$ cat src/rtl/csa_accumulator_if.sv
// Stream handshake bundle for csa_accumulator: input beats in, resolved packet sum out.
// out_count exists only when CSA_ACC_CNT_EN is defined.
interface csa_accumulator_if #(
  parameter int unsigned IN_W  = 8,
  parameter int unsigned ACC_W = 16
);
  logic             in_valid;
  logic             in_ready;
  logic [IN_W-1:0]  in_data;
  logic             in_last;
  logic             out_valid;
  logic             out_ready;
  logic [ACC_W-1:0] out_sum;
`ifdef CSA_ACC_CNT_EN
  logic [15:0]      out_count;
`endif

  modport master (
    output in_valid,
    output in_data,
    output in_last,
    output out_ready,
    input  in_ready,
    input  out_valid,
`ifdef CSA_ACC_CNT_EN
    input  out_count,
`endif
    input  out_sum
  );

  modport slave (
    input  in_valid,
    input  in_data,
    input  in_last,
    input  out_ready,
    output in_ready,
    output out_valid,
`ifdef CSA_ACC_CNT_EN
    output out_count,
`endif
    output out_sum
  );
endinterface

$ cat src/rtl/csa_accumulator.sv
// Signed streaming accumulator: carry-save accumulate per beat, one ripple add per packet.
// Optional 16-bit beat counter and out_count port when CSA_ACC_CNT_EN is defined.
module csa_accumulator #(
  parameter int unsigned IN_W  = 8,
  parameter int unsigned ACC_W = 16
) (
  input logic              clk,
  input logic              rst_n,
  csa_accumulator_if.slave bus
);

  typedef enum logic [1:0] {StAcc, StResolve, StHold} state_e;

  state_e           state_q, state_d;
  logic [ACC_W-1:0] s_q, s_d;
  logic [ACC_W-1:0] c_q, c_d;
  logic             in_ready_q, in_ready_d;
  logic             out_valid_q, out_valid_d;
  logic [ACC_W-1:0] out_sum_q, out_sum_d;
`ifdef CSA_ACC_CNT_EN
  logic [15:0]      cnt_q, cnt_d;
  logic [15:0]      out_count_q, out_count_d;
`endif

  logic             accept;
  logic [ACC_W-1:0] x;
  logic [ACC_W-1:0] sum_v;
  logic [ACC_W-2:0] cout_lo;

  assign accept = bus.in_valid && in_ready_q;
  assign x      = ACC_W'($signed(bus.in_data));

  // Full-adder row; the top carry-out would shift past bit ACC_W-1, so it is never formed.
  assign sum_v   = s_q ^ c_q ^ x;
  assign cout_lo = (s_q[ACC_W-2:0] & c_q[ACC_W-2:0]) | (s_q[ACC_W-2:0] & x[ACC_W-2:0]) |
                   (c_q[ACC_W-2:0] & x[ACC_W-2:0]);

  always_comb begin
    state_d     = state_q;
    s_d         = s_q;
    c_d         = c_q;
    in_ready_d  = in_ready_q;
    out_valid_d = out_valid_q;
    out_sum_d   = out_sum_q;
`ifdef CSA_ACC_CNT_EN
    cnt_d       = cnt_q;
    out_count_d = out_count_q;
`endif
    unique case (state_q)
      StAcc: begin
        in_ready_d = 1'b1;
        if (accept) begin
          s_d = sum_v;
          c_d = {cout_lo, 1'b0};
`ifdef CSA_ACC_CNT_EN
          if (cnt_q != 16'hFFFF) cnt_d = cnt_q + 16'd1;
`endif
          if (bus.in_last) begin
            state_d    = StResolve;
            in_ready_d = 1'b0;
          end
        end
      end
      StResolve: begin
        out_sum_d   = s_q + c_q;
        s_d         = '0;
        c_d         = '0;
        out_valid_d = 1'b1;
        state_d     = StHold;
`ifdef CSA_ACC_CNT_EN
        out_count_d = cnt_q;
        cnt_d       = '0;
`endif
      end
      StHold: begin
        if (bus.out_ready) begin
          out_valid_d = 1'b0;
          in_ready_d  = 1'b1;
          state_d     = StAcc;
        end
      end
      default: begin
        state_d    = StAcc;
        in_ready_d = 1'b1;
      end
    endcase
  end

  always_ff @(posedge clk or negedge rst_n) begin
    if (!rst_n) begin
      state_q     <= StAcc;
      s_q         <= '0;
      c_q         <= '0;
      in_ready_q  <= 1'b0;
      out_valid_q <= 1'b0;
      out_sum_q   <= '0;
`ifdef CSA_ACC_CNT_EN
      cnt_q       <= '0;
      out_count_q <= '0;
`endif
    end else begin
      state_q     <= state_d;
      s_q         <= s_d;
      c_q         <= c_d;
      in_ready_q  <= in_ready_d;
      out_valid_q <= out_valid_d;
      out_sum_q   <= out_sum_d;
`ifdef CSA_ACC_CNT_EN
      cnt_q       <= cnt_d;
      out_count_q <= out_count_d;
`endif
    end
  end

  assign bus.in_ready  = in_ready_q;
  assign bus.out_valid = out_valid_q;
  assign bus.out_sum   = out_sum_q;
`ifdef CSA_ACC_CNT_EN
  assign bus.out_count = out_count_q;
`endif

endmodule

$ cat src/flat_wrapper.sv
// flat-port wrapper written by rule: the top's interface ports become plain ports
module csa_accumulator_flat 
#(
  parameter int unsigned IN_W  = 8,
  parameter int unsigned ACC_W = 16
)
  (clk, rst_n, bus_in_valid, bus_in_data, bus_in_last, bus_out_ready, bus_in_ready, bus_out_valid, bus_out_sum);
  csa_accumulator_if #(.IN_W(IN_W), .ACC_W(ACC_W)) bus_i ();
  input logic clk;
  input logic rst_n;
  input wire logic [$bits(bus_i.in_valid)-1:0] bus_in_valid;
  input wire logic [$bits(bus_i.in_data)-1:0] bus_in_data;
  input wire logic [$bits(bus_i.in_last)-1:0] bus_in_last;
  input wire logic [$bits(bus_i.out_ready)-1:0] bus_out_ready;
  output wire logic [$bits(bus_i.in_ready)-1:0] bus_in_ready;
  output wire logic [$bits(bus_i.out_valid)-1:0] bus_out_valid;
  output wire logic [$bits(bus_i.out_sum)-1:0] bus_out_sum;
  assign bus_i.in_valid = bus_in_valid;
  assign bus_i.in_data = bus_in_data;
  assign bus_i.in_last = bus_in_last;
  assign bus_i.out_ready = bus_out_ready;
  assign bus_in_ready = bus_i.in_ready;
  assign bus_out_valid = bus_i.out_valid;
  assign bus_out_sum = bus_i.out_sum;
  csa_accumulator #(.IN_W(IN_W), .ACC_W(ACC_W)) u_core (.clk(clk), .rst_n(rst_n), .bus(bus_i));
endmodule
$ cat config.mk
export PLATFORM = sky130hd
export DESIGN_NAME = csa_accumulator_flat
export DESIGN_NICKNAME = d
export VERILOG_FILES = /design/src/rtl/csa_accumulator_if.sv /design/src/rtl/csa_accumulator.sv /design/src/flat_wrapper.sv
export SDC_FILE = /design/constraint.sdc
export NUM_CORES = 1
export LEC_CHECK = 0
export BUFFER_PORTS_ARGS = -buffer_cell sky130_fd_sc_hd__buf_2
export CAP_MARGIN = 10
export CORE_ASPECT_RATIO = 1.5
export CORE_MARGIN = 10
export CORE_UTILIZATION = 55
export CTS_BUF_LIST = sky130_fd_sc_hd__clkbuf_2
export CTS_CLUSTER_DIAMETER = 60
export DETAILED_ROUTE_END_ITERATION = 10
export HOLD_SLACK_MARGIN = 0.03
export PLACE_DENSITY = 0.88
export REMOVE_ABC_BUFFERS = 1
export SYNTH_ARGS = -nofsm -noshare
export SYNTH_HDL_FRONTEND = slang
export SYNTH_SLANG_ARGS = --single-unit
$ cat constraint.sdc
create_clock -name clk -period 2.2 [get_ports clk]
set_input_delay 0.44 -clock clk [delete_from_list [all_inputs] [get_ports clk]]
set_output_delay 0.44 -clock clk [all_outputs]
set_load 0.02 [all_outputs]
# == Word-level counts from Yosys, hierarchy flattened ==
# Cells that the tools add are included.
# classes
addsub,1
multipliers,0
div,0
magnitude_cmp,0
n_eq_ne,5
shifts,0
mux,14
n_bitwise,8
reduce_logical,8
# op_table
operator,n
16-bit case mux with 2 select lines,2
15-bit AND,3
16-bit 2-to-1 mux,2
16-bit bitwise XOR,2
15-bit OR,2
16-bit adder,1
2-bit 2-to-1 mux,3
2-bit case mux with 3 select lines,1
2-bit AND reduction,3
1-bit 2-to-1 mux,4
"2-bit != test, second input constant",2
2-bit nonzero test,2
1-bit case mux with 3 select lines,1
3-bit AND reduction,1
"2-bit by 1-bit == test with 1-bit output, second input constant",1
"2-bit == test, second input constant",1
2-bit logical NOT,1
"2-bit by 1-bit != test with 1-bit output, second input constant",1
1-bit case mux with 2 select lines,1
1-bit logical AND,1
1-bit NOT,1
# totals
register_bits,52
latch_bits,0
ram_bits,0
rom_bits,0
in_bits,13
word_cells,42
n_memories,0

# == Depth between registers and ports, before layout ==
# Gate-level depths: netlist (run 1).
# logic_depth
depth_word,5
depth_mapped,7
ltp_nobuf,7

# == Least setup slack after synthesis (run 1) ==
# OpenSTA, ideal clock, no wires.
# synth_path
kind,reg-to-reg
start,reg u_core.c_q[1]
end,"reg u_core.out_sum_q[15], in the netlist u_core.bus.out_sum[15]"
setup_time_ns,0.125
arrival_ns,2.048
setup_slack_ns,0.027
path_stages_with_launch,8
n_path_buf,0
synth_period_minus_slack_ns,2.173
cell_sequence,dfrtp_1 -> ha_1 -> fa_1 -> a21oi_2 -> o211ai_2 -> a221oi_2 -> nor3b_1 -> mux2_4
# synth_via
elab_chain_cells,1
# synth_lines
item,line_no,text
"start, declared",csa_accumulator.sv:16,"logic [ACC_W-1:0] c_q, c_d;"
"start signal, assigned",csa_accumulator.sv:93,c_q <= '0;
"start signal, assigned",csa_accumulator.sv:104,c_q <= c_d;
16-bit adder,csa_accumulator.sv:65,out_sum_d = s_q + c_q;
"end signal, assigned",csa_accumulator.sv:107,out_sum_q <= out_sum_d;
"end, declared",csa_accumulator.sv:19,"logic [ACC_W-1:0] out_sum_q, out_sum_d;"
# Every way passes these cells.
# A chain may end at the register's enable or synchronous reset.

# == Final worst setup path (run 1) ==
# Same ends and word-level chain as after synthesis.

==> results of run 1 <==
-- cell usage in the layout (no fill, tap or decap), types with 10 or more instances in the layout --
| cell type | n |
|---|---|
| nor2_1 | 12 |
| buf_2 | 30 |
| a22o_1 | 30 |
| fa_1 | 14 |
| ha_1 | 13 |
| dfrtp_1 | 51 |
| a21oi_1 | 12 |
| buf_4 | 13 |
| nand2_1 | 35 |
| o21ai_0 | 10 |
-- registers in the layout, indices dropped and copies added, names as in the netlist --
signal	count
u_core.bus.in_ready	1
u_core.bus.out_sum	16
u_core.bus.out_valid	1
u_core.c_q	15
u_core.s_q	16
u_core.state_q	2
-- metal layers --
metal / up-vias / track usage (%) / wire length, um
met4: 0 / 5.53 / 117
met2: 58 / 24.4 / 3090
met5: - / 0 / 0
li1: 1033 / - / -
met3: 8 / 2.88 / 226
met1: 1061 / 16.9 / 2440
-- power by group --
part | switching (mW) | total [mW] | internal [mW]
logic | 1.29 | 2.33 | 1.04
clock network | 0.278 | 0.469 | 0.191
registers | 0.348 | 1.67 | 1.33
total | 1.92 | 4.47 | 2.56
-- repair_timing --
| item | 4_1_cts | 5_1_grt |
|---|---|---|
| buffers inserted | 1 | 3 |
| endpoints found under the hold margin | 24 | 0 |
| resized for setup | 1 | 7 |
| setup endpoints to repair | 2 | 4 |
| hold buffers | 1 | 0 |
| pin swaps | 2 | 4 |
| cloned | 0 | 0 |
-- logic make-up (layout without fill, tap and decap cells) --
family,Yosys count,after routing
multiplexers,2,2
AO/OA/AOI/OAI,81,81
other,0,1
adder cells (fa/ha/maj),30,30
XOR/XNOR,8,8
flip-flops,51,51
buffers and inverters,18,56
AND/OR/NAND/NOR,72,72
-- worst max path at each step --
stage,start,end,slack [ns],cells after the start
floorplan,u_core.bus.in_ready,u_core.bus.in_ready,-0.48,4
global placement,u_core.c_q[1],u_core.bus.out_sum[15],0.03,7
detailed placement,u_core.c_q[1],u_core.bus.out_sum[15],-0.03,7
CTS,u_core.c_q[1],u_core.bus.out_sum[15],0.03,7
global route,u_core.s_q[1],u_core.bus.out_sum[11],-0.05,8
finish,u_core.c_q[1],u_core.bus.out_sum[15],0.07,7
-- final cells by class --
cell class	count	area (um2)
antenna	1	2.50
inverter	4	15.0
sequential	51	1280
clock inverter	1	30.0
clock buffer	6	30.0
timing repair buffer	45	278
multi-input combinational	193	1590
tap	68	85.1
fill	414	1820
-- stage by stage --
| stage | setup WS [ns] | TNS [ns] | power [mW] |
|---|---|---|---|
| after detailed placement | -0.0302 | -0.0338 | 3.91 |
| final | 0.0678 | 0 | 4.47 |
| after CTS | 0.0322 | 0 | 4.40 |
| after global routing | -0.0544 | -0.101 | 4.86 |
| after global placement | 0.0322 | 0 | 3.81 |
| after floorplan | -0.480 | -12.29 | 3.23 |
-- synthesized netlist by cell type (3+ instances only) --
library cell,count,area share [%]
and2_1,3,0.65
fa_1,15,10
o21ai_0,10,1.7
a22o_1,30,9.1
dfrtp_1,51,44
xor2_1,4,1.2
ha_1,15,6.5
nor2_1,12,1.6
a21o_1,4,1.0
nand4_1,4,0.87
nand2_1,35,4.5
a21oi_1,12,2.1
inv_1,4,0.52
xnor2_1,4,1.2
clkbuf_1,9,1.2
nand3_1,5,0.87
==> impl_metrics.json, run 1 <==
{
  "outcome": "complete, no violations",
  "cts_inserted_buffers": 5,
  "hp-class": "in2reg",
  "track_usage_pct": 14.2,
  "die_w_um": 79.2,
  "antenna_found_initial": 1,
  "drive_above_1_share_pct": 21.3,
  "final_core_util_pct": 64.5,
  "ys_seq_area_share_pct": 44.1,
  "ys_types": 50,
  "muxShareOfSynthArea_pct": 0.865,
  "power_density_nw_per_um2": 1350,
  "slowest_stage": "dfrtp_1",
  "detailed_place_hpwl_um": 4390,
  "routedWlPerCell_um": 15.9,
  "cts_tree": "built",
  "detail-route-antenna-nets": 0,
  "p_leak_nw": 1.62,
  "grt_max_degree": 33,
  "rows": 32,
  "synth.cell_area_um2": 2890,
  "cp_num_buf_inv": 0,
  "min_path_cells": 2,
  "dr.pass1.iters": 4,
  "r2r_end": "u_core.bus.out_sum[15]",
  "vias": 2160,
  "setup.worst_path.class": "reg2reg",
  "synth_compound_area_share_pct": 21.4,
  "end_kind": "flop",
  "clk_latency_ns": 0.40,
  "slew_headroom_pct": 61.0,
  "hold_path_end": "u_core.state_q[0]",
  "syn_to_final_growth_pct": 14.2,
  "cts-root-buf": "clkbuf_2",
  "synth_cells": 262,
  "finalSetupViolations": 0,
  "slew_viol_final": 0,
  "cp_top_family": "compound AO/OA/AOI/OAI gates",
  "synth_top_family_by_area": "compound AO/OA/AOI/OAI gates",
  "nets": 343,
  "cts_max_level": 2,
  "fmax_ghz": 0.469,
  "r2r_start": "u_core.c_q[1]",
  "first_global_vias": 2170,
  "async_reset_ff_share_pct": 100,
  "synthSimpleGateAreaFrac_pct": 11.6,
  "synthAdderAreaFrac_pct": 16.9,
  "peakVddDrop_mv": 0.714,
  "hold_viol_final": 0,
  "grt_pass1_wl_um": 10000,
  "die_area_um2": 8620,
  "clk_pin_slew_worst_paths_ns": 0.24,
  "synth_edf_count": 0,
  "rr_worst_depth": 7,
  "ys_seq_elements": 51,
  "rsz0062_at_grt": "true",
  "yosys_warnings": 0,
  "synth_xor_area_share_pct": 2.42,
  "hold_start": "bus_in_last",
  "postLayoutCellArea_um2": 3300,
  "cts_buffer_depth": 2,
  "drt_wl_total_um": 5880,
  "ios": 31,
  "initial_core_util_pct": 56.4,
  "syn_avg_cell_area_um2": 11.0,
  "tightest_slew_ns": 0.585,
  "dp.cells": 356,
  "globalplace.congestion": 0.822,
  "cp-start-kind": "flop",
  "drc_errors": 0,
  "die_h_um": 109,
  "crit_fanout": 3,
  "drt-initial-drc-count": 155,
  "port_buffers": 30,
  "fin_skew_ns": 0.00687,
  "r2r_slack_ns": 0.07,
  "cap_viol_max_count": 0,
  "synthFlopType": "dfrtp_1",
  "clkSinkCount": 51,
  "worst_ep_arrival_time_ns": 2.46,
  "period_share_pct": 96.9,
  "stdcell_count": 369,
  "period_minus_slack_ns": 2.13,
  "fp.coreArea_um2": 5120,
  "fin_hold_ws_ns": 0.255,
  "crit_required_ns": 2.53,
  "grt_overflow": 0,
  "placed_area_um2": 3160,
  "slowest_delay_ns": 0.45,
  "via_per_inst": 5.85,
  "crit_chain": "ha_2 > fa_2 > a21oi_4 > o211ai_4 > a221oi_2 > nor3b_1 > mux2_4"
}
No activity file was read; power rests on OpenSTA's default activity.
==> run 2: changes to the inputs <==
Settings changed: BUFFER_PORTS_ARGS -buffer_cell sky130_fd_sc_hd__buf_2 to default, CORE_UTILIZATION 55 to 59, CTS_CLUSTER_DIAMETER 60 to default, DONT_BUFFER_PORTS from default to 1.
==> run 2 against run 1 <==
Flip-flop and latch count unchanged. Core utilization up 0.92 points. Register-to-register slack worse by 0.06 ns. Hold slack worse by 0.11 ns. First-iteration DRC count up 41%. Via count down 5.1%. Critical path type unchanged.
==> impl_metrics.json, run 2 (same netlist as run 1, synthesis figures left out) <==
{
  "slew_viol_final": 0,
  "cts_buffer_depth": 2,
  "track_usage_pct": 15.2,
  "globalplace.congestion": 0.868,
  "first_global_vias": 2135,
  "fmax_ghz": 0.456,
  "antenna_found_initial": 0,
  "slowest_stage": "dfrtp_1",
  "hp-class": "in2reg",
  "crit_required_ns": 2.55,
  "hold_viol_final": 0,
  "grt_max_degree": 52,
  "crit_fanout": 2,
  "nets": 317,
  "cts_tree": "built",
  "cp-start-kind": "flop",
  "tightest_slew_ns": 0.572,
  "pre_cts_ws_ns": -0.0425,
  "drt_wl_total_um": 5840,
  "via_per_inst": 6.01,
  "cp_num_buf_inv": 0,
  "peakVddDrop_mv": 0.659,
  "die_w_um": 77.2,
  "cp_top_family": "compound AO/OA/AOI/OAI gates",
  "vias": 2050,
  "crit_chain": "ha_2 > fa_2 > a21oi_2 > o211ai_2 > a221oi_2 > nor3b_2 > mux2_4",
  "final_common_cell": "dfrtp_1",
  "cts_max_level": 2,
  "min_path_cells": 1,
  "fin_skew_ns": 0.0226,
  "drt-initial-drc-count": 219,
  "rows": 31,
  "initial_core_util_pct": 60.1,
  "routedWlPerCell_um": 17.1,
  "slew_headroom_pct": 61.9,
  "period_minus_slack_ns": 2.20,
  "cap_viol_max_count": 0,
  "syn_to_final_growth_pct": 8.74,
  "drive_above_1_share_pct": 14.2,
  "nFillCells": 406,
  "die_h_um": 106,
  "rr_worst_depth": 7,
  "detailed_place_hpwl_um": 4260,
  "fp.coreArea_um2": 4810,
  "p_leak_nw": 1.49,
  "finalSetupViolations": 0,
  "dr.pass1.iters": 4,
  "rsz0062_at_grt": "true",
  "tns_ns": 0,
  "clkSinkCount": 51,
  "worst_ep_arrival_time_ns": 2.55,
  "grt_pass1_wl_um": 10300,
  "outcome": "complete, no violations",
  "mostFrequentLayoutCells": "dfrtp_1 (51), nand2_1 (35), a22o_1 (30)",
  "totalPowerFinal_mw": 4.23,
  "end_kind": "flop",
  "port_buffers": 0,
  "detail-route-antenna-nets": 0,
  "die_area_um2": 8160,
  "fin_ws_ns": 0.00473,
  "grt_overflow": 0,
  "clk_pin_slew_worst_paths_ns": 0.25,
  "clk_latency_ns": 0.43,
  "ios": 31,
  "drc_errors": 0,
  "slowest_delay_ns": 0.46,
  "cts_inserted_buffers": 5,
  "antenna_cells": 0,
  "setup.worst_path.class": "reg2reg",
  "power_density_nw_per_um2": 1350,
  "period_share_pct": 99.8,
  "cts-root-buf": "clkbuf_2",
  "cp.depth": 7,
  "stdcell_count": 341,
  "dp.cells": 327
}
==> run 2: cell types whose count changed in the layout (fill, tap and decap cells not counted), sizes merged <==
cell | before | now
clkinv | 0 | 1
clkinvlp | 0 | 1
buf | 44 | 18
bufinv | 1 | 0
diode | 1 | 0
==> run 2: area by class of cell <==
cell class / instances / area (um2) / share of cell area [%]
tap: 66 / 82.6 / 2.63
clock inverter: 2 / 12.5 / 0.398
clock buffer: 6 / 30.0 / 0.955
multi-input combinational: 193 / 1560 / 49.7
timing repair buffer: 19 / 165 / 5.25
inverter: 4 / 15.0 / 0.478
sequential: 51 / 1280 / 40.6
==> run 2: timing repair <==
item	in CTS	in global routing
setup endpoints to repair	3	4
hold endpoints to repair	51	0
gates resized for setup	0	5
buffers inserted	1	3
hold buffers	2	0
cloned	0	0
pin swaps	2	4
==> run 2: per-layer routing <==
metal | GRT usage, % | vias up | share of wire [%]
li1 | - | 978 | -
met2 | 25.3 | 47 | 51
met4 | 6.54 | 0 | 2.6
met3 | 3.83 | 9 | 5.0
met5 | 0 | - | 0
met1 | 18.1 | 1016 | 41
==> run 2: worst reg2reg max path, stage by stage (launching register included) <==
cell and delay (ns):
dfrtp_1 0.46, ha_2 0.20, fa_2 0.35, a21oi_2 0.17
o211ai_2 0.16, a221oi_2 0.38, nor3b_2 0.10, mux2_4 0.30
==> run 2: final timing paths <==
check,startpoint,end,slack (ns)
max,u_core.c_q[1],u_core.bus.out_sum[15],0.005
min,bus_in_last,u_core.state_q[0],0.14
max reg2reg,u_core.c_q[1],u_core.bus.out_sum[15],0.005
min reg2reg,u_core.s_q[15],u_core.s_q[15],0.52
max in group asynchronous,rst_n,u_core.c_q[10],1.46
min in group asynchronous,rst_n,u_core.bus.out_sum[11],0.50
==> run 2: metrics by stage <==
stage / instance area [um2] / util [%] / hold slack (ns)
after floorplan: 2830 / - / 0.144
after global placement: 3010 / 62.7 / 0.146
final: 3140 / 65.4 / 0.141
after global routing: 3140 / 65.4 / 0.0965
after CTS: 3100 / 64.5 / 0.123
after detailed placement: 3010 / 62.7 / 0.146
==> run 2: power by group <==
group          switching [mW]  total [mW]  internal, mW
logic                    1.01        1.96         0.947
clock network           0.295       0.375        0.0809
registers               0.569        1.89          1.33
==> run 3: changes to the inputs <==
Settings changed: BUFFER_PORTS_ARGS from default to -buffer_cell sky130_fd_sc_hd__buf_2, CORE_UTILIZATION 59 to 55, DONT_BUFFER_PORTS 1 to default, PLACE_DENSITY 0.88 to 0.89.
==> run 3 against run 2 <==
Clock skew decreased by 0.012 ns. First-iteration DRC count decreased by 26%. Register-to-register slack improved by 0.06 ns. Wire length grew 1.2%. Non-clock buffer count is 27 higher. Worst setup slack improved by 0.059 ns. Core utilization shrank 1.0 points. Hold slack gained 0.096 ns. Total power increased by 5.5%. Global-route usage shrank 0.36 points. Final area up 4.9%. Critical path type unchanged. Critical endpoint unchanged. Largest cell class unchanged.
==> impl_metrics.json, run 3 (same netlist as run 1, synthesis figures left out) <==
{
  "outcome": "complete, no violations",
  "cts_tree": "built",
  "crit_required_ns": 2.54,
  "worst_ep_arrival_time_ns": 2.48,
  "ios": 31,
  "slew_viol_final": 0,
  "drt-initial-drc-count": 162,
  "r2r_end": "u_core.bus.out_sum[15]",
  "clk_pin_slew_worst_paths_ns": 0.23,
  "cts-root-buf": "clkbuf_2",
  "antenna_found_initial": 0,
  "power_density_nw_per_um2": 1350,
  "mostFrequentLayoutCells": "dfrtp_1 (51), nand2_1 (35), a22o_1 (30), buf_2 (30)",
  "period_minus_slack_ns": 2.14,
  "first_global_vias": 2350,
  "die_area_um2": 8620,
  "r2r_slack_ns": 0.06,
  "slew_headroom_pct": 61.7,
  "detailed_place_hpwl_um": 4510,
  "drive_above_1_share_pct": 21.6,
  "drt_wl_total_um": 5910,
  "hold_start": "bus_in_last",
  "detail-route-antenna-nets": 0,
  "setup.worst_path.class": "reg2reg",
  "end_kind": "flop",
  "rsz0062_at_grt": "true",
  "vias": 2170,
  "initial_core_util_pct": 56.4,
  "hp-class": "in2reg",
  "rr_worst_depth": 7,
  "grt_max_degree": 33,
  "fin_hold_ws_ns": 0.237,
  "die_h_um": 109,
  "crit_chain": "ha_2 > fa_2 > a21oi_4 > o211ai_4 > a221oi_2 > nor3b_1 > mux2_4",
  "clk_latency_ns": 0.43,
  "grt_pass1_wl_um": 10500,
  "hold_path_end": "u_core.state_q[0]",
  "period_share_pct": 97.1,
  "tns_ns": 0,
  "finalSetupViolations": 0,
  "totalPowerFinal_mw": 4.46,
  "final_common_cell": "dfrtp_1",
  "globalplace.congestion": 0.815,
  "cts_inserted_buffers": 5,
  "crit_fanout": 3,
  "cts_buffer_depth": 2,
  "fmax_ghz": 0.468,
  "antenna_cells": 0,
  "fin_skew_ns": 0.0110,
  "fp.coreArea_um2": 5120,
  "routedWlPerCell_um": 16.0,
  "cp-start-kind": "flop",
  "nets": 344,
  "rows": 32,
  "port_buffers": 30,
  "cts_max_level": 2,
  "clkSinkCount": 51,
  "tightest_slew_ns": 0.575,
  "peakVddDrop_mv": 0.638,
  "slowest_stage": "dfrtp_1",
  "dr.pass1.iters": 4,
  "syn_to_final_growth_pct": 14.1,
  "hold_viol_final": 0,
  "die_w_um": 79.2,
  "cap_viol_max_count": 0,
  "r2r_start": "u_core.c_q[1]",
  "drc_errors": 0,
  "min_path_cells": 2,
  "grt_overflow": 0,
  "slowest_delay_ns": 0.45,
  "via_per_inst": 5.88,
  "p_leak_nw": 1.61,
  "track_usage_pct": 14.8
}
run 3: cell count changes in the layout (fill, tap and decap cells not counted), sizes merged:
cell,delta
buf,+27
bufinv,+1
clkinv,-1
clkinvlp,-1
run 3: layout make-up:
cell class,count,area (um2)
Tap cell,68,85.1
Inverter,4,15.0
Clock buffer,6,30.0
Timing Repair Buffer,46,285
Sequential cell,51,1280
Multi-Input combinational cell,193,1580
Clock inverter,1,30.0
Fill cell,411,1830
run 3: critical path: cells and delay by family, from the launching register on:
family / cells / cell delay (ns)
fa+ha+maj: 2 / 0.60
compound gates: 3 / 0.60
flops: 1 / 0.45
mux: 1 / 0.30
simple gates: 1 / 0.10
run 3: report_power, final:
part	internal, mW	switching, mW	leakage, nW
clock	0.191	0.283	0.0391
sequential	1.33	0.352	0.657
combinational	1.03	1.28	0.917
total	2.55	1.91	1.61
run 3: through the flow:
stage	cells	util, %	worst slack, ns	area (um2)
after CTS	366	63.3	0.0459	3240
after global routing	369	64.4	-0.0246	3300
after floorplan	248	-	-0.480	2830
final	369	64.4	0.0641	3300
after global placement	357	61.7	0.0386	3160
after detailed placement	357	61.7	0.000744	3160
run 3: timing repair:
action | 4_1_cts | 5_1_grt
cloned | 0 | 0
pin swaps | 2 | 3
hold buffers | 1 | 0
gates resized for setup | 1 | 6
buffers inserted | 1 | 3
endpoints found under the hold margin | 23 | 0
endpoints found under the setup margin | 1 | 2
run 3: how the worst max path moves through the flow:
stage	start	slack (ns)	endpoint	cells after the start
3_3_place_gp	u_core.c_q[1]	0.04	u_core.bus.out_sum[15]	7
6_report	u_core.c_q[1]	0.06	u_core.bus.out_sum[15]	7
4_1_cts	u_core.c_q[1]	0.05	u_core.bus.out_sum[15]	7
3_5_place_dp	u_core.c_q[1]	0.0007	u_core.bus.out_sum[15]	7
5_1_grt	u_core.c_q[1]	-0.02	u_core.bus.out_sum[15]	7
2_1_floorplan	u_core.bus.in_ready	-0.48	u_core.bus.in_ready	4
run 3: metal layers:
metal  part of all wire [%]  vias to the layer above  global-route usage (%)
li1                       -                     1031                       -
met1                     42                     1072                    17.3
met2                     51                       55                    25.7
met3                    4.5                       12                    2.72
met4                    2.5                        0                    6.94
met5                      0                        -                       0
